$ cat src/rtl/gf_symbol_bank_buf.sv
// Serial-bit to GF(2^SYM_W) symbol packer with NBANK round-robin frame banks
// and a valid/ready symbol stream toward the NB-LDPC encoder.
module gf_symbol_bank_buf #(
    parameter int SYM_W      = 6,
    parameter int FRAME_SYMS = 49,
    parameter int NBANK      = 2,
    parameter int ADDR_W     = 6
) (
    input  logic             clk,
    input  logic             rst,
    input  logic             en,
    input  logic             abort,
    input  logic             in_bit,
    input  logic             in_valid,
    output logic             in_ready,
    output logic [SYM_W-1:0] out_sym,
    output logic             out_valid,
    input  logic             out_ready,
    output logic             out_last,
    output logic [2:0]       bank_cnt,
    output logic             empty,
    output logic             full,
    output logic [1:0]       dbg_rd_state
);

    // Handshake: a transfer happens on a rising edge where en is high and both
    // valid and ready are high; out_sym/out_valid hold while stalled.
    localparam int BANK_W = (NBANK > 2) ? 2 : 1;
    localparam int DEPTH  = 1 << ADDR_W;
    localparam logic [ADDR_W-1:0] LAST_ADDR = ADDR_W'(FRAME_SYMS - 1);
    localparam logic [SYM_W-1:0]  POS_MSB   = {1'b1, {(SYM_W-1){1'b0}}};

    typedef enum logic [1:0] {
        R_IDLE  = 2'd0,
        R_FETCH = 2'd1,
        R_OUT   = 2'd2
    } rd_state_t;

    logic [SYM_W-1:0]  r_mem [NBANK][DEPTH];
    logic [NBANK-1:0]  r_occ;
    logic [BANK_W-1:0] r_wr_bank;
    logic [BANK_W-1:0] r_rd_bank;
    logic [ADDR_W-1:0] r_wr_addr;
    logic [ADDR_W-1:0] r_rd_addr;
    logic [SYM_W-1:0]  r_shift;
    logic [SYM_W-1:0]  r_pos;
    logic [SYM_W-1:0]  r_out_sym;
    logic              r_out_valid;
    logic [2:0]        r_bank_cnt;
    logic              r_empty;
    logic              r_full;
    rd_state_t         r_state;

    logic              w_accept;
    logic              w_sym_done;
    logic              w_frame_done;
    logic [SYM_W-1:0]  w_sym;
    rd_state_t         w_state_nxt;
    logic              w_load;
    logic [ADDR_W-1:0] w_load_addr;
    logic              w_release;
    logic [NBANK-1:0]  w_occ_nxt;
    logic [2:0]        w_cnt_nxt;

    function automatic logic [BANK_W-1:0] next_bank(input logic [BANK_W-1:0] b);
        return (b == BANK_W'(NBANK - 1)) ? '0 : b + 1'b1;
    endfunction

    assign in_ready     = en & ~r_occ[r_wr_bank] & ~abort;
    assign w_accept     = in_valid & in_ready;
    // Current bit dropped into the one-hot slot; on the last slot this is the full symbol.
    assign w_sym        = (r_shift & ~r_pos) | (r_pos & {SYM_W{in_bit}});
    assign w_sym_done   = w_accept & r_pos[0];
    assign w_frame_done = w_sym_done & (r_wr_addr == LAST_ADDR);

    always_comb begin
        w_state_nxt = r_state;
        w_load      = 1'b0;
        w_load_addr = r_rd_addr;
        w_release   = 1'b0;
        case (r_state)
            R_IDLE: begin
                if (r_occ[r_rd_bank]) w_state_nxt = R_FETCH;
            end
            R_FETCH: begin
                w_load      = 1'b1;
                w_state_nxt = R_OUT;
            end
            R_OUT: begin
                if (out_ready) begin
                    if (r_rd_addr == LAST_ADDR) begin
                        w_release   = 1'b1;
                        w_state_nxt = R_IDLE;
                    end else begin
                        w_load      = 1'b1;
                        w_load_addr = r_rd_addr + 1'b1;
                    end
                end
            end
            default: w_state_nxt = R_IDLE;
        endcase
    end

    // Completion and release on different banks may coincide; both apply.
    always_comb begin
        w_occ_nxt = r_occ;
        if (w_frame_done) w_occ_nxt[r_wr_bank] = 1'b1;
        if (w_release)    w_occ_nxt[r_rd_bank] = 1'b0;
        w_cnt_nxt = '0;
        for (int i = 0; i < NBANK; i++) w_cnt_nxt = w_cnt_nxt + {2'b00, w_occ_nxt[i]};
    end

    always_ff @(posedge clk or negedge rst) begin
        if (!rst) r_state <= R_IDLE;
        else if (en) r_state <= w_state_nxt;
    end

    always_ff @(posedge clk) begin
        if (w_sym_done) r_mem[r_wr_bank][r_wr_addr] <= w_sym;
    end

    always_ff @(posedge clk or negedge rst) begin
        if (!rst) begin
            r_occ       <= '0;
            r_wr_bank   <= '0;
            r_rd_bank   <= '0;
            r_wr_addr   <= '0;
            r_rd_addr   <= '0;
            r_shift     <= '0;
            r_pos       <= POS_MSB;
            r_out_sym   <= '0;
            r_out_valid <= 1'b0;
            r_bank_cnt  <= '0;
            r_empty     <= 1'b1;
            r_full      <= 1'b0;
        end else if (en) begin
            r_occ      <= w_occ_nxt;
            r_bank_cnt <= w_cnt_nxt;
            r_empty    <= (w_cnt_nxt == 3'd0);
            r_full     <= (w_cnt_nxt == 3'(NBANK));
            if (abort) begin
                r_wr_addr <= '0;
                r_shift   <= '0;
                r_pos     <= POS_MSB;
            end else if (w_accept) begin
                if (r_pos[0]) begin
                    r_shift <= '0;
                    r_pos   <= POS_MSB;
                    if (w_frame_done) begin
                        r_wr_addr <= '0;
                        r_wr_bank <= next_bank(r_wr_bank);
                    end else begin
                        r_wr_addr <= r_wr_addr + 1'b1;
                    end
                end else begin
                    r_shift <= w_sym;
                    r_pos   <= r_pos >> 1;
                end
            end
            if (w_load) begin
                r_out_sym   <= r_mem[r_rd_bank][w_load_addr];
                r_out_valid <= 1'b1;
                r_rd_addr   <= w_load_addr;
            end
            if (w_release) begin
                r_out_valid <= 1'b0;
                r_rd_addr   <= '0;
                r_rd_bank   <= next_bank(r_rd_bank);
            end
        end
    end

    assign out_sym      = r_out_sym;
    assign out_valid    = r_out_valid;
    assign out_last     = r_out_valid & (r_rd_addr == LAST_ADDR);
    assign bank_cnt     = r_bank_cnt;
    assign empty        = r_empty;
    assign full         = r_full;
    assign dbg_rd_state = r_state;

endmodule

$ cat config.mk
export PLATFORM = sky130hd
export DESIGN_NAME = gf_symbol_bank_buf
export DESIGN_NICKNAME = d
export VERILOG_FILES = /design/src/rtl/gf_symbol_bank_buf.sv
export SDC_FILE = /design/constraint.sdc
export NUM_CORES = 1
export LEC_CHECK = 0
export ABC_AREA = 0
export CAP_MARGIN = 20
export CELL_PAD_IN_SITES_DETAIL_PLACEMENT = 1
export CELL_PAD_IN_SITES_GLOBAL_PLACEMENT = 2
export CORE_MARGIN = 2
export CORE_UTILIZATION = 50
export DETAILED_ROUTE_END_ITERATION = 10
export PLACE_DENSITY_LB_ADDON = 0.05
export SETUP_SLACK_MARGIN = 0.2
export SYNTH_ARGS = -nofsm -noshare
export SYNTH_HDL_FRONTEND = slang
export SYNTH_SLANG_ARGS = --single-unit
$ cat constraint.sdc
create_clock -name clk -period 4.8 [get_ports clk]
set_input_delay 0.72 -clock clk [delete_from_list [all_inputs] [get_ports clk]]
set_output_delay 0.72 -clock clk [all_outputs]
set_load 0.005 [all_outputs]
==> results.py <==
metrics = {
    "run_status": {
        "status": "completed",
    },
    "synthesis": {
        "postSynthCellCount": 2282,
        "mappedNetlistArea_um2": 33200,
        "synth-edff-count": 768,
        "ys_seq_elements": 808,
        "async_reset_ff_frac": 0.0495,
        "syn_avg_cell_area_um2": 14.6,
        "synthFlopType": "edfxtp_1",
        "synth.distinct_cells": 79,
        "synth_warnings": 0,
        "synth_nets": 2298,
        "ys_seq_area_frac": 0.724,
    },
    "sta": {
        "slew_headroom": 0.234,
        "finalCritPeriodShare": 0.836,
        "worst_pin_slew_ns": 1.15,
        "rsz0062_at_grt": "no",
        "tns_ns": 0,
        "skew_ns": 0.0287,
        "min_period_ns": 4.01,
        "fin_ws_ns": 0.789,
        "finalSetupViolCount": 0,
        "hold_viol_final": 0,
        "max_freq_mhz": 249,
        "slew_violations": 0,
    },
    "setup_path": {
        "cp.depth": 13,
        "cp_max_fo": 41,
        "crit_path_end_kind": "flop",
        "arrival_ns": 4.51,
        "setup.worst_path.start_class": "flop",
        "crit_path_max_incr_delay_ns": 0.55,
        "cp_slowest_cell": "a31oi_1",
        "critical_path_class": "reg -> reg",
        "crit_buf_inv": 3,
        "critPathTopFamily": "simple AND/OR/NAND/NOR gates",
        "cp_cell_sequence": "inv_1 > ha_1 > nor3b_4 > a21oi_2 > nand2_8 > buf_12 > buf_4 > mux2i_1 > a32oi_1 > a31oi_1 > a31oi_1 > nand2_1 > nand3_1",
        "r2r_cells": 13,
        "crit_top_cell": "a31oi_1",
        "worstPathRequired_ns": 5.30,
    },
    "finish": {
        "syn2layout_area_growth_pct": 12.0,
        "nNetsFinal": 2354,
        "drive_above_1_share": 0.128,
        "final.fill_count": 6126,
    },
    "power_and_ir_drop": {
        "sw_frac_of_total": 0.321,
        "combPwrFrac": 0.248,
        "p_clk_frac": 0.330,
        "p_leak_nw": 12.1,
        "netSwitchingPower_w": 0.00605,
        "p_per_area_nw_per_um2": 507,
        "peakVddDrop_v": 0.000306,
        "internal_power_w": 0.0128,
        "seqPwrFrac": 0.423,
    },
    "die": {
        "dieWidth_um": 262,
        "initial_utilization": 0.506,
        "fp-row-count": 94,
        "dieArea_um2": 68600,
        "die_h_um": 262,
        "core_um2": 65700,
        "io_pins": 23,
    },
    "detailed_routing": {
        "drt-pass1-iter-count": 5,
        "finalWirelength_um": 102000,
        "dr_total_vias": 20800,
        "drc": 0,
        "vias_per_cell": 6.38,
        "antenna_left": 0,
        "wire_per_inst_um": 31.3,
        "drtIter0Drc": 2473,
    },
    "cts": {
        "clk_pin_slew_worst_paths_ns": 0.06,
        "cts-buffers-inserted": 84,
        "cts-resized-gates": 0,
        "cts_root_buffer": "clkbuf_16",
        "hold_buffers": 0,
        "cts_tree": "built",
        "cts_buffer_depth": 3,
        "cts.sinks": 808,
        "cts_setup_buffers": 0,
        "cts_htree_levels": 3,
        "clock_latency_ns": 0.64,
    },
    "place": {
        "port_buffers": 21,
        "post-place-ws_ns": 0.486,
        "hpwl_um": 66800,
        "place_congestion": 0.929,
    },
    "global_route": {
        "grt_pass1_vias": 21500,
        "grt.total_usage": 0.304,
        "grt_max_degree": 129,
        "grt-ovfl-total": 0,
        "antenna_found_initial": 2,
        "grt_pass1_wl_um": 149000,
    },
    "hold_path": {
        "hold_class": "in -> async",
    },
    "flow_run": {
        "max_cap_viol_count": 0,
    },
}
## worst paths after layout
check,from,to,slack (ns)
worst max-delay path,r_rd_addr[0],out_sym[1],0.79
max in group asynchronous,rst,r_rd_bank,4.12
worst min register to register,r_shift[5],r_shift[5],0.49
min in group clk,r_shift[5],r_shift[5],0.49
worst min-delay path,rst,full,0.20
worst max register to register,r_rd_addr[0],out_sym[1],0.79
## layout by cell type, fill, tap and decap left out, drive strengths merged, types with 6 or more instances in the layout
cell type and instances:
nand3 126, ha 9, buf 88, clkdlybuf4s50 20, nor4 12, nor2b 7
nand2 368, edfxtp 768, a221oi 28, o2111ai 12, a211oi 24, nand4 45
inv 14, xor2 6, a32oi 30, o22ai 25, o211ai 6, mux2i 83
mux4 58, o21ai 77, nor2 211, a31oi 26, a22oi 15, clkinv 28
a21oi 34, dfrtp 38, mux2 16, nor3 32, clkbuf 112, or3 10
## synth_stat cells (all sizes together), types with 6 or more instances
library cell,n,area share
a21oi,34,0.0057
dfrtp,38,0.029
a32oi,30,0.0079
o2111ai,12,0.0032
o21ai,77,0.012
mux2i,83,0.025
nand3,126,0.019
mux4,58,0.039
nor3,32,0.0053
o211ai,6,0.0018
a22oi,15,0.0034
xor2,6,0.0016
buf,95,0.018
edfxtp,768,0.69
nor2b,7,0.0013
o22ai,25,0.0047
a31oi,26,0.0049
ha,9,0.0034
clkbuf,43,0.0049
a211oi,24,0.0054
nor2,211,0.024
a221oi,28,0.0074
or3,10,0.0019
nand2,368,0.042
nor4,12,0.0023
nand4,45,0.0085
inv,10,0.0011
mux2,16,0.0054
## per-layer routing
layer | global-route usage | part of all wire
met1 | 0.420 | 0.41
met5 | 0 | 0.000078
met4 | 0.0915 | 0.030
met3 | 0.0629 | 0.081
met2 | 0.491 | 0.48
## power groups by stage
stage / clock network [W] / logic [W] / registers, W
2_1_floorplan: 0 / 0.00288 / 0.00806
3_3_place_gp: 0 / 0.00454 / 0.00812
3_5_place_dp: 0 / 0.00463 / 0.00812
4_1_cts: 0.00629 / 0.00466 / 0.00797
5_1_grt: 0.00652 / 0.00497 / 0.00798
6_report: 0.00622 / 0.00467 / 0.00797
## cell families after synthesis
logic type	Yosys count	synth area share
XOR/XNOR	11	0.00290
AND/OR/NAND/NOR	831	0.109
multiplexers	157	0.0697
AO/OA/AOI/OAI	317	0.0669
buffers and inverters	148	0.0237
other	1	0.000113
adder cells (fa/ha/maj)	9	0.00339
flip-flops	808	0.724
## cell type report
type / count / area (µm²) / area share
Sequential cell: 808 / 24100 / 0.647
Clock inverter: 35 / 263 / 0.00706
Tap cell: 864 / 1080 / 0.0290
Multi-Input combinational cell: 1326 / 8450 / 0.227
Antenna cell: 1 / 2.50 / 0.0000672
Clock buffer: 112 / 2310 / 0.0621
Inverter: 10 / 37.5 / 0.00101
Timing Repair Buffer: 108 / 1000 / 0.0270
## stage by stage
stage,utilization,total power (W),std cells,instance area [µm²],hold slack (ns)
2_1_floorplan,-,0.0109,2282,33200,0.424
3_3_place_gp,0.527,0.0127,3115,34600,0.462
3_5_place_dp,0.527,0.0128,3116,34600,0.478
4_1_cts,0.566,0.0189,3263,37200,0.204
5_1_grt,0.566,0.0195,3263,37200,0.219
6_report,0.566,0.0189,3264,37200,0.205
## flip-flops by register name, summed over array words and instances, names as in the netlist, 2 cells and up
| signal | count |
|---|---|
| r_shift | 6 |
| out_sym | 6 |
| r_mem | 768 |
| r_occ | 2 |
| dbg_rd_state | 2 |
| r_wr_addr | 6 |
| r_pos | 6 |
| r_rd_addr | 6 |
Power figures use the tool's default switching activity.
